==> src/rtl/hazard_pkg.sv <==
// Shared types and constants for the pipeline hazard control slice.
package hazard_pkg;

    typedef enum logic {
        RUN     = 1'b0,
        MC_WAIT = 1'b1
    } hcu_state_e;

    // Canonical NOP (addi x0, x0, 0) loaded by pipeline registers on flush/bubble.
    localparam logic [31:0] NOP_INSTR = 32'h00000013;

endpackage

==> src/rtl/hazard_control_unit_sat_counter.sv <==
// Saturating up-counter with synchronous clear; holds at all-ones instead of wrapping.
module sat_counter #(
    parameter int unsigned WIDTH = 16
) (
    input  logic             clk,
    input  logic             rst,
    input  logic             inc_i,
    input  logic             clr_i,
    output logic [WIDTH-1:0] count_o
);

    logic [WIDTH-1:0] count_q;
    logic [WIDTH-1:0] count_d;

    always_comb begin
        count_d = count_q;
        if (clr_i) begin
            count_d = '0;
        end else if (inc_i && (count_q != '1)) begin
            count_d = count_q + WIDTH'(1);
        end
    end

    always_ff @(posedge clk) begin
        if (rst) begin
            count_q <= '0;
        end else begin
            count_q <= count_d;
        end
    end

    assign count_o = count_q;

endmodule

==> src/rtl/hazard_control_unit.sv <==
// Detects hazards forwarding cannot cover (load-use, multi-cycle EX ops, taken
// branches) and drives PC / IF/ID / ID/EX stall, bubble and flush controls.
module hazard_control_unit
    import hazard_pkg::*;
#(
    parameter int unsigned REG_ADDR_WIDTH = 5,
    parameter int unsigned MC_TIMEOUT     = 64,
    parameter int unsigned CNT_WIDTH      = 16
) (
    input  logic                      clk,
    input  logic                      rst,
    input  logic [REG_ADDR_WIDTH-1:0] IF_ID_Rs1,
    input  logic [REG_ADDR_WIDTH-1:0] IF_ID_Rs2,
    input  logic                      IF_ID_UseRs1,
    input  logic                      IF_ID_UseRs2,
    input  logic [REG_ADDR_WIDTH-1:0] ID_EX_Rd,
    input  logic                      ID_EX_MemRead,
    input  logic                      ID_EX_MultiCycle,
    input  logic                      mc_done,
    input  logic                      EX_BranchTaken,
    output logic                      PC_Write,
    output logic                      IF_ID_Write,
    output logic                      IF_ID_Flush,
    output logic                      ID_EX_Bubble,
    output logic                      EX_Hold,
    output logic                      mc_timeout,
    output logic [CNT_WIDTH-1:0]      stall_cycles
);

    localparam int unsigned TMO_W = $clog2(MC_TIMEOUT + 1);
    localparam logic [TMO_W-1:0] TMO_LAST = TMO_W'(MC_TIMEOUT - 1);

    hcu_state_e       state_q, state_d;
    logic [TMO_W-1:0] tmo_q, tmo_d;
    logic             mc_timeout_q, mc_timeout_d;
    logic             load_use;

    assign load_use = ID_EX_MemRead && (ID_EX_Rd != '0) &&
                      ((IF_ID_UseRs1 && (ID_EX_Rd == IF_ID_Rs1)) ||
                       (IF_ID_UseRs2 && (ID_EX_Rd == IF_ID_Rs2)));

    always_comb begin
        PC_Write     = 1'b1;
        IF_ID_Write  = 1'b1;
        IF_ID_Flush  = 1'b0;
        ID_EX_Bubble = 1'b0;
        EX_Hold      = 1'b0;
        state_d      = state_q;
        tmo_d        = tmo_q;
        mc_timeout_d = mc_timeout_q;

        if (rst) begin
            PC_Write     = 1'b0;
            IF_ID_Write  = 1'b0;
            IF_ID_Flush  = 1'b1;
            ID_EX_Bubble = 1'b1;
        end else begin
            case (state_q)
                RUN: begin
                    // Taken branch squashes the ID instruction, so it masks load-use.
                    if (EX_BranchTaken) begin
                        IF_ID_Flush  = 1'b1;
                        ID_EX_Bubble = 1'b1;
                    end else if (load_use) begin
                        PC_Write     = 1'b0;
                        IF_ID_Write  = 1'b0;
                        ID_EX_Bubble = 1'b1;
                    end
                    if (ID_EX_MultiCycle && !EX_BranchTaken) begin
                        state_d = MC_WAIT;
                        tmo_d   = '0;
                    end
                end
                MC_WAIT: begin
                    PC_Write    = 1'b0;
                    IF_ID_Write = 1'b0;
                    EX_Hold     = 1'b1;
                    // mc_done is checked first so a coincident timeout is not an error.
                    if (mc_done) begin
                        state_d = RUN;
                        tmo_d   = '0;
                    end else if (tmo_q == TMO_LAST) begin
                        state_d      = RUN;
                        tmo_d        = '0;
                        mc_timeout_d = 1'b1;
                    end else begin
                        tmo_d = tmo_q + TMO_W'(1);
                    end
                end
                default: begin
                    state_d = RUN;
                    tmo_d   = '0;
                end
            endcase
        end
    end

    always_ff @(posedge clk) begin
        if (rst) begin
            state_q      <= RUN;
            tmo_q        <= '0;
            mc_timeout_q <= 1'b0;
        end else begin
            state_q      <= state_d;
            tmo_q        <= tmo_d;
            mc_timeout_q <= mc_timeout_d;
        end
    end

    assign mc_timeout = mc_timeout_q;

    sat_counter #(
        .WIDTH(CNT_WIDTH)
    ) u_stall_cnt (
        .clk    (clk),
        .rst    (rst),
        .inc_i  (!PC_Write && !rst),
        .clr_i  (rst),
        .count_o(stall_cycles)
    );

endmodule

==> config.mk <==
export PLATFORM = sky130hd
export DESIGN_NAME = hazard_control_unit
export DESIGN_NICKNAME = d
export VERILOG_FILES = /design/src/rtl/hazard_pkg.sv /design/src/rtl/hazard_control_unit_sat_counter.sv /design/src/rtl/hazard_control_unit.sv
export SDC_FILE = /design/constraint.sdc
export NUM_CORES = 1
export LEC_CHECK = 0
export ABC_AREA = 1
export CAP_MARGIN = 20
export CORE_MARGIN = 4
export CORE_UTILIZATION = 52
export DETAILED_ROUTE_END_ITERATION = 10
export PLACE_DENSITY = 0.9
export SLEW_MARGIN = 20
export SYNTH_ARGS = -nofsm -noshare
export SYNTH_HDL_FRONTEND = slang
export SYNTH_SLANG_ARGS = --single-unit
==> constraint.sdc <==
create_clock -name clk -period 4.1 [get_ports clk]
set_input_delay 0.82 -clock clk [delete_from_list [all_inputs] [get_ports clk]]
set_output_delay 0.82 -clock clk [all_outputs]
set_load 0.1 [all_outputs]
Yosys cells after proc, flatten, opt, wreduce, memory -nomap -nowiden:

Cells that the tools add are included.

* $add $sub $neg: 2
* eq/ne operators: 5
* multiplexer cells: 21
* bitwise operators: 2
* reductions and logical operators: 13

Operator list (number)
* two-way mux 7 bit: 3
* adder 16 x 1 -> 16 bit, second input constant: 1
* inequality test 16 bit, second input constant: 1
* two-way mux 1 bit: 15
* one-hot mux 7 bit (2 select lines): 1
* equality test 5 bit: 2
* adder 7 x 1 -> 7 bit, second input constant: 1
* equality test 7 x 6 -> 1 bit, second input constant: 1
* logical AND 1 bit: 7
* nonzero test 5 bit: 1
* one-hot mux 1 bit (2 select lines): 2
* zero test 1 bit: 3
* AND reduction 3 bit: 1
* inequality test 2 bit, second input constant: 1
* NOT 1 bit: 2
* logical OR 1 bit: 1

* flip-flop bits (word level): 25
* bits of input ports: 23
* output and inout port bits: 22
* logic and storage cells: 47

Logic depth before layout (Yosys ltp):

Gate-level depths: netlist of run 1.

* depth after elaboration: 11
* mapped depth: 12
* gate-level depth less buffers: 12

Cells and area by module:

A second synthesis of run 1 with hierarchy kept.

* cells, all modules: 278
* area total of the unflattened synthesis: 1705.4 sq um

Modules (own cells, without submodules)
* sat_counter: times used 1, cells an instance 156, area an instance 1004.7 sq um, sequential area each 320.3 sq um
* hazard_control_unit: times used 1, cells an instance 122, area an instance 700.7 sq um, sequential area each 180.2 sq um

Worst setup path before layout of run 1:

Ideal clock, no wire load.

* path type: input -> output
* start point: input ID_EX_Rd[0]
* end point: output PC_Write
* data arrival time: 3.540 ns
* data required time: 3.280 ns
* setup slack: -0.260 ns
* stages: 9
* path buffers: 2
* cells stage by stage: nor2_1 -> nand3_1 -> o21ai_0 -> inv_1 -> nand2_1 -> nand2_2 -> buf_2 -> a21oi_1 -> buf_4

* word-level cells in the longest chain between the ends: 8
* elaborated cells on any way between the ends: 12
* those cells by class: eq/ne: 2; mux: 4; reduce/logical: 6

RTL lines
* from (decl): line hazard_control_unit.sv:16 `input logic [REG_ADDR_WIDTH-1:0] ID_EX_Rd,`
* equality test 5 bit, on equally long branches: line hazard_control_unit.sv:39, hazard_control_unit.sv:40
* logical AND 1 bit, on equally long branches: line hazard_control_unit.sv:39, hazard_control_unit.sv:40
* logical OR 1 bit: line hazard_control_unit.sv:39 `((IF_ID_UseRs1 && (ID_EX_Rd == IF_ID_Rs1)) ||`
* logical AND 1 bit (*): line hazard_control_unit.sv:38 `assign load_use = ID_EX_MemRead && (ID_EX_Rd != '0) &&`
* two-way mux 1 bit (*) (2 in series)
* one-hot mux 1 bit (2 select lines) (*)
* two-way mux 1 bit (*)
* to (decl): line hazard_control_unit.sv:21 `output logic PC_Write,`

Every way passes the cells marked *; elsewhere a longest branch is shown, timed or not.

Worst setup path in the final report of run 1:

* start point: input ID_EX_Rd[0]
* end point: output IF_ID_Write

* word-level cells in the longest chain between the ends: 8
* elaborated cells on any way between the ends: 12
* those cells by class: eq/ne: 2; mux: 4; reduce/logical: 6

RTL lines
* equality test 5 bit, on equally long branches: line hazard_control_unit.sv:39, hazard_control_unit.sv:40
* logical AND 1 bit, on equally long branches: line hazard_control_unit.sv:39, hazard_control_unit.sv:40
* logical OR 1 bit: line hazard_control_unit.sv:39
* logical AND 1 bit (*): line hazard_control_unit.sv:38
* two-way mux 1 bit (*): line hazard_control_unit.sv:64 `end else if (load_use) begin`
* two-way mux 1 bit (*): line hazard_control_unit.sv:61 `if (EX_BranchTaken) begin`
* one-hot mux 1 bit (2 select lines) (*): line hazard_control_unit.sv:58 `case (state_q)`
* two-way mux 1 bit (*): line hazard_control_unit.sv:52 `if (rst) begin`
* to (decl): line hazard_control_unit.sv:22 `output logic IF_ID_Write,`

Marks and branches as above.

==> results of run 1 <==
## path summary, 6_finish.rpt
check,to,slack (ps)
max,IF_ID_Write,710
max reg2reg,u_stall_cnt.count_o[1],2250
min,tmo_q[6],470
min reg2reg,tmo_q[6],470
## kinds of logic (layout without fill, tap and decap cells)
kind of cell,count (synthesis),after routing,synth area share (%)
compound gates,31,31,9.663
flops,25,25,29.96
simple gates,149,149,41.65
fa+ha+maj,2,2,1.498
xor+xnor,13,13,6.817
buf+inv,42,83,10.41
## cell usage after synthesis, types with 2 or more instances
cell / count / area (sq um)
sky130_fd_sc_hd__nand2_1: 74 / 277.8
sky130_fd_sc_hd__nand3_1: 14 / 70.07
sky130_fd_sc_hd__nand4_1: 17 / 106.4
sky130_fd_sc_hd__dfxtp_1: 25 / 500.5
sky130_fd_sc_hd__xnor2_1: 4 / 35.03
sky130_fd_sc_hd__inv_2: 4 / 15.01
sky130_fd_sc_hd__clkbuf_1: 2 / 7.510
sky130_fd_sc_hd__nor2_4: 2 / 22.52
sky130_fd_sc_hd__xor2_1: 9 / 78.83
sky130_fd_sc_hd__inv_1: 30 / 112.6
sky130_fd_sc_hd__buf_1: 2 / 7.510
sky130_fd_sc_hd__buf_4: 2 / 15.01
sky130_fd_sc_hd__ha_1: 2 / 25.02
sky130_fd_sc_hd__nor4_1: 2 / 12.51
sky130_fd_sc_hd__nand3_4: 2 / 35.03
sky130_fd_sc_hd__nand2_2: 3 / 18.77
sky130_fd_sc_hd__o21ai_0: 7 / 35.03
sky130_fd_sc_hd__a21oi_1: 22 / 110.1
sky130_fd_sc_hd__nor2_1: 29 / 108.9
sky130_fd_sc_hd__nor3_1: 3 / 15.01
## final cells by class
type	instances	share of cell area, %
timing repair buffer	45	22.12
tap	44	2.509
multi-input combinational	195	45.55
sequential	25	22.81
clock buffer	4	1.197
inverter	34	5.815
## worst max-delay path: stages
cell and delay [ps]:
sky130_fd_sc_hd__clkdlybuf4s50_1 470, sky130_fd_sc_hd__nor2_1 130, sky130_fd_sc_hd__nand3_1 70, sky130_fd_sc_hd__o21ai_0 140, sky130_fd_sc_hd__inv_1 50, sky130_fd_sc_hd__nand2_1 90
sky130_fd_sc_hd__nand2_2 220, sky130_fd_sc_hd__a21oi_2 350, sky130_fd_sc_hd__buf_12 220
## placed cells by master, fill, tap and decap left out
| cell type | netlist | layout |
|---|---|---|
| sky130_fd_sc_hd__nand3_1 | 14 | 14 |
| sky130_fd_sc_hd__nor3_1 | 3 | 3 |
| sky130_fd_sc_hd__nand2_1 | 74 | 74 |
| sky130_fd_sc_hd__clkbuf_4 | 0 | 3 |
| sky130_fd_sc_hd__nand2_2 | 3 | 3 |
| sky130_fd_sc_hd__o21ai_0 | 7 | 6 |
| sky130_fd_sc_hd__a32oi_1 | 1 | 1 |
| sky130_fd_sc_hd__nand3_4 | 2 | 2 |
| sky130_fd_sc_hd__xnor2_1 | 4 | 4 |
| sky130_fd_sc_hd__buf_4 | 2 | 2 |
| sky130_fd_sc_hd__ha_1 | 2 | 2 |
| sky130_fd_sc_hd__nand4_1 | 17 | 17 |
| sky130_fd_sc_hd__o21ai_1 | 0 | 1 |
| sky130_fd_sc_hd__inv_2 | 4 | 4 |
| sky130_fd_sc_hd__a21oi_2 | 0 | 1 |
| sky130_fd_sc_hd__nor2_1 | 29 | 29 |
| sky130_fd_sc_hd__buf_12 | 0 | 4 |
| sky130_fd_sc_hd__clkdlybuf4s50_1 | 0 | 39 |
| sky130_fd_sc_hd__dfxtp_1 | 25 | 25 |
| sky130_fd_sc_hd__or2_2 | 1 | 1 |
| sky130_fd_sc_hd__inv_1 | 30 | 30 |
| sky130_fd_sc_hd__a21oi_1 | 22 | 21 |
| sky130_fd_sc_hd__nor2_4 | 2 | 2 |
| sky130_fd_sc_hd__xor2_1 | 9 | 9 |
| sky130_fd_sc_hd__clkbuf_1 | 2 | 1 |
| sky130_fd_sc_hd__nand3_2 | 1 | 1 |
| sky130_fd_sc_hd__nor4_2 | 1 | 1 |
| sky130_fd_sc_hd__nor4_1 | 2 | 2 |
| sky130_fd_sc_hd__o21a_1 | 1 | 1 |
## flip-flops by register name, summed over array words and instances, names as in the netlist
register,count
mc_timeout,1
u_stall_cnt.count_o,16
tmo_q,7
state_q,1
## routing by layer
layer  track usage, %  up-vias  share of wire, %
met1            24.65      800                47
met2            33.76       59                46
met3            2.426       10               5.5
met4            5.541        0               1.2
met5                0        -                 0
li1                 -      930                 -
## power groups by stage
stage	sequential (mW)	clock, mW	combinational [mW]
2_1_floorplan	0.255	0	0.0607
3_3_place_gp	0.252	0	0.106
3_5_place_dp	0.252	0	0.108
4_1_cts	0.247	0.110	0.108
5_1_grt	0.247	0.121	0.116
6_report	0.247	0.107	0.108
## through the flow
step | util, % | std cells | total power [mW]
after global placement | 71.02 | 343 | 0.3584
after global routing | 71.89 | 347 | 0.4843
after floorplan | - | 262 | 0.3153
after CTS | 71.89 | 347 | 0.4644
after detailed placement | 71.02 | 343 | 0.3597
final | 71.89 | 347 | 0.4610
==> flow_metrics.tcl, run 1 <==
set metrics [dict create \
    netlist-cell-type-count 27 \
    netSwitchingFraction_pct 29.55 \
    fp.dieArea_sq_um 4183 \
    core_region_area_sq_um 3053 \
    powerDensity_nw_per_um2 210.0 \
    number_of_levels_the_h_tree_was_split_into 1 \
    multiInputGateArea_sq_um 999.7 \
    vdd_drop_max_mv 0.2152 \
    fin_tns_setup_ps 0 \
    initial_core_util_pct 54.71 \
    post_cts.resized_instances 0 \
    max_slew.worst_pin.slew_ps 974.0 \
    ys_dominant_reg_cell "sky130_fd_sc_hd__dfxtp_1" \
    global_route.overflow_total 0 \
    number_of_synthesized_flops_with_an_enable_pin 0 \
    drt-vias-per-instance 5.184 \
    total_cts_buffers 3 \
    postCtsSetupRepairBufs 0 \
    sequential_cell_area_in_the_final_layout_sq_um 500.5 \
    max-clock-path-buffers 2 \
    criticalPathCategory "in2out" \
    drv.max_cap_violation_count 0 \
    finalHoldViolCount 0 \
    dpl.hpwl_microns 2990 \
    diodes 0 \
    num_vias 1799 \
    routed_wire_length_per_instance_microns 11.18 \
    timing.final.setup_violations 0 \
    first_pass_grt_wire_length_microns 6541 \
    slew-limit-headroom_pct 34.86 \
    fillCellCount 256 \
    hold_buffers 0 \
    syn_area_per_cell_sq_um 6.375 \
    dr.pass1.iters 4 \
    signal_arrival_time_at_the_worst_endpoint_ps 2570 \
    setup_repair_after_global_routing_missed_its_margin "false" \
    cts.clk_slew.worst_paths_ps 130 \
    final_antenna_net_count 0 \
    min-delay-start "tmo_q[6]" \
    power.share.sequential_pct 53.5 \
    synth-seq-area-share_pct 29.96 \
    synthesis.area_sq_um 1670 \
    timing.hold.worst.class "reg2reg" \
    ctsRootBufferMaster "sky130_fd_sc_hd__clkbuf_4" \
    synthesis.yosys.warnings 0 \
    drt_wl_total_microns 3879 \
    worst_setup_slack_post_dpl_ps 705.9 \
    fraction_of_registers_with_async_set_or_reset_after_synthesis_pct 0 \
    die_w_microns 64.68 \
    top_level_ports 45 \
    reg2reg_from "u_stall_cnt.count_o[0]" \
    io_buffer_count 44 \
    dr.first_iter.drc_count 80 \
    pin_count_of_the_biggest_net_entering_global_routing 20 \
    die_h_microns 64.68 \
    net_count_of_the_mapped_netlist 287 \
    layout_cell_share_with_drive_strength_beyond_1_pct 7.921 \
    area_delta_synth_final_pct 31.39 \
    max_freq_ghz 0.2949 \
    route.detailed.drc 0 \
    worst_setup_path_startpoint "ID_EX_Rd[0]" \
    number_of_stages_on_the_worst_hold_path 2 \
    final.setup_skew_ps 2.808 \
    worstSetupEndpointType "primary output" \
    cp-start-kind "primary input" \
    comb_power_share_pct 23.4 \
    track_usage_pct 19.26 \
    synth_seq_cells 25 \
    finalCriticalPeriod_ps 3391 \
    fin_area_sq_um 2195 \
    run_status "complete, no violations" \
    first_global_vias 1525 \
    power_report.internal_total_mw 0.3248 \
    tritoncts "yes" \
    clock-sinks 25 \
    finalMaxSlewViolations 0 \
    synthesis.instances 262 \
    cp_max_fo 18 \
    place.gp.congestion 0.9689 \
    fin_worst_hold_slack_ps 470.7 \
    finalWorstSetupSlack_ps 708.9 \
    final_min_period_over_clock_period_pct 82.71 \
    p_clk_share_pct 23.1 \
    placement.cell_area_sq_um 2168 \
    netSwitchingPower_mw 0.1362 \
    insertion_delay_ps 310 \
    core_rows 20 \
    nNetsFinal 329 \
    cp_data_required_time_ps 3280 \
    r2r.worst_path.cells 9 \
    antenna_found_initial 0 \
    p_leak_nw 0.8560 \
]
No activity file was read; power rests on OpenSTA's default activity.
==> run 2, diff against run 1 <==
Settings changed: CORE_UTILIZATION 52 to 48, PLACE_DENSITY 0.9 to 0.84.
Clock period 4.1 ns to 3.4 ns, I/O delays scaled along.
==> run 2 against run 1 <==
  * Global-route usage grew 0.62 points
  * Count of clock-buffer cells in the layout did not move
  * Die area rose by 7.3%
  * Combinational power up 23%
  * Sequential power up 21%
  * Utilization shrank 6.5 points
  * Critical path depth stayed put
  * Highest routed layer unchanged
  * Worst setup slack got worse by 200 ps
  * Clock power increased by 28%
==> flow_metrics.tcl, run 2 (same netlist as run 1, synthesis figures left out) <==
set metrics [dict create \
    post-layout-total-power_mw 0.5686 \
    routed_wire_length_per_instance_microns 11.65 \
    timing.hold.worst.class "reg2reg" \
    fp.dieArea_sq_um 4488 \
    crit_cells 9 \
    place.gp.congestion 0.8680 \
    antenna_found_initial 0 \
    final_antenna_net_count 0 \
    first_global_vias 1628 \
    dr.first_iter.drc_count 171 \
    clock-sinks 25 \
    diodes 0 \
    number_of_stages_on_the_worst_hold_path 2 \
    signal_arrival_time_at_the_worst_endpoint_ps 2210 \
    ctsRootBufferMaster "sky130_fd_sc_hd__clkbuf_4" \
    finalMaxSlewViolations 0 \
    hold_buffers 0 \
    insertion_delay_ps 330 \
    io_buffer_count 44 \
    total_cts_buffers 3 \
    setup_repair_after_global_routing_missed_its_margin "false" \
    first_pass_grt_wire_length_microns 7051 \
    top_level_ports 45 \
    cts.clk_slew.worst_paths_ps 130 \
    die_w_microns 66.99 \
    vdd_drop_max_mv 0.1656 \
    track_usage_pct 19.88 \
    cp_max_fo 5 \
    final_min_period_over_clock_period_pct 85.04 \
    sequential_cell_area_in_the_final_layout_sq_um 500.5 \
    critPathBufInv 3 \
    postCtsSetupRepairBufs 0 \
    final.setup_skew_ps 11.11 \
    drt-vias-per-instance 5.151 \
    post_cts.resized_instances 0 \
    multiInputGateArea_sq_um 1003 \
    dr.pass1.iters 4 \
    drt_wl_total_microns 4079 \
    finalHoldViolCount 0 \
    powerDensity_nw_per_um2 260.7 \
    dpl.hpwl_microns 3116 \
    cp_cell_sequence "clkdlybuf4s50_1 -> nor2_1 -> nand3_1 -> o21ai_0 -> inv_1 -> nand2_1 -> nand2_2 -> a21oi_2 -> buf_12" \
    finalWorstSetupSlack_ps 508.6 \
    crit_path_max_incr_delay_ps 470 \
    cp-start-kind "primary input" \
    layout_cell_share_with_drive_strength_beyond_1_pct 13.82 \
    max-clock-path-buffers 2 \
    fillCellCount 302 \
    placement.cell_area_sq_um 2155 \
    number_of_levels_the_h_tree_was_split_into 1 \
    max_slew.worst_pin.slew_ps 964.1 \
    p_leak_nw 0.8980 \
    die_h_microns 66.99 \
    criticalPathCategory "in2out" \
    cpLargestDelayFamily "buffers and inverters" \
    r2r.worst_path.cells 9 \
    run_status "complete, no violations" \
    timing.final.setup_violations 0 \
    core_region_area_sq_um 3337 \
    largest_reg_flops 16 \
    num_vias 1803 \
    global_route.overflow_total 0 \
    finalCriticalPeriod_ps 2891 \
    worstSetupEndpointType "primary output" \
    slew-limit-headroom_pct 35.53 \
    max_freq_ghz 0.3459 \
    ff2ff_setup_slack_ps 1530 \
    mostFrequentLayoutCell "sky130_fd_sc_hd__nand2_1" \
    core_rows 21 \
    cp_data_required_time_ps 2720 \
    tritoncts "yes" \
    route.detailed.drc 0 \
    slowest_stage "sky130_fd_sc_hd__clkdlybuf4s50_1" \
    area_delta_synth_final_pct 30.56 \
    fin_area_sq_um 2181 \
    initial_core_util_pct 50.06 \
    pin_count_of_the_biggest_net_entering_global_routing 20 \
    nNetsFinal 330 \
    drv.max_cap_violation_count 0 \
    worst_setup_slack_post_dpl_ps 513.7 \
    layout_common_cells "74 x sky130_fd_sc_hd__nand2_1, 30 x sky130_fd_sc_hd__inv_1, 29 x sky130_fd_sc_hd__nor2_1" \
]
==> run 2: changes by cell type in the layout (fill, tap and decap cells not counted) <==
cell                              before  now
sky130_fd_sc_hd__buf_4                 2   18
sky130_fd_sc_hd__clkdlybuf4s50_1      39   23
sky130_fd_sc_hd__buf_12                4    5
sky130_fd_sc_hd__o21ai_1               1    0
sky130_fd_sc_hd__o21ai_2               0    1
==> run 2: worst paths after layout <==
| check | from | to |
|---|---|---|
| max | ID_EX_Rd[0] | PC_Write |
| min | tmo_q[6] | tmo_q[6] |
| max reg2reg | u_stall_cnt.count_o[0] | u_stall_cnt.count_o[7] |
| min reg2reg | tmo_q[6] | tmo_q[6] |
==> run 2: area by class of cell <==
class,count,share of cell area (%)
inverters,34,5.852
multi-input cells,195,46.01
well taps,46,2.639
clock buffers,4,1.205
flip-flops and latches,25,22.95
repair buffers,46,21.34
==> run 2: layer usage <==
metal / part of all wire (%) / vias to the layer above / track usage, %
met5: 0 / - / 0
met4: 1.9 / 0 / 6.582
met3: 6.4 / 11 / 4.553
met2: 49 / 56 / 32.80
met1: 43 / 806 / 25.30
li1: - / 930 / -
==> run 2: through the flow <==
stage	hold slack, ps	instances	TNS [ps]	util, %
after floorplan	430.7	262	-70.11	-
after global placement	451.4	346	0	64.57
after detailed placement	448.7	346	0	64.57
after CTS	466.9	350	0	65.35
after global routing	529.9	350	0	65.35
final	468.5	350	0	65.35
==> run 2: worst reg2reg max path, stage by stage (launching register included) <==
cell and delay [ps]:
sky130_fd_sc_hd__dfxtp_1 430, sky130_fd_sc_hd__ha_1 250, sky130_fd_sc_hd__nand2_2 100, sky130_fd_sc_hd__nor2_4 170, sky130_fd_sc_hd__nand2_2 80, sky130_fd_sc_hd__nor2_4 110, sky130_fd_sc_hd__nand3_4 190, sky130_fd_sc_hd__nand3_4 260
sky130_fd_sc_hd__nand2_1 80, sky130_fd_sc_hd__a21oi_1 130
==> run 2: power by group <==
| part | switching (mW) | internal [mW] |
|---|---|---|
| sequential | 0.00247 | 0.295 |
| combinational | 0.0807 | 0.0528 |
| clock | 0.0915 | 0.0460 |
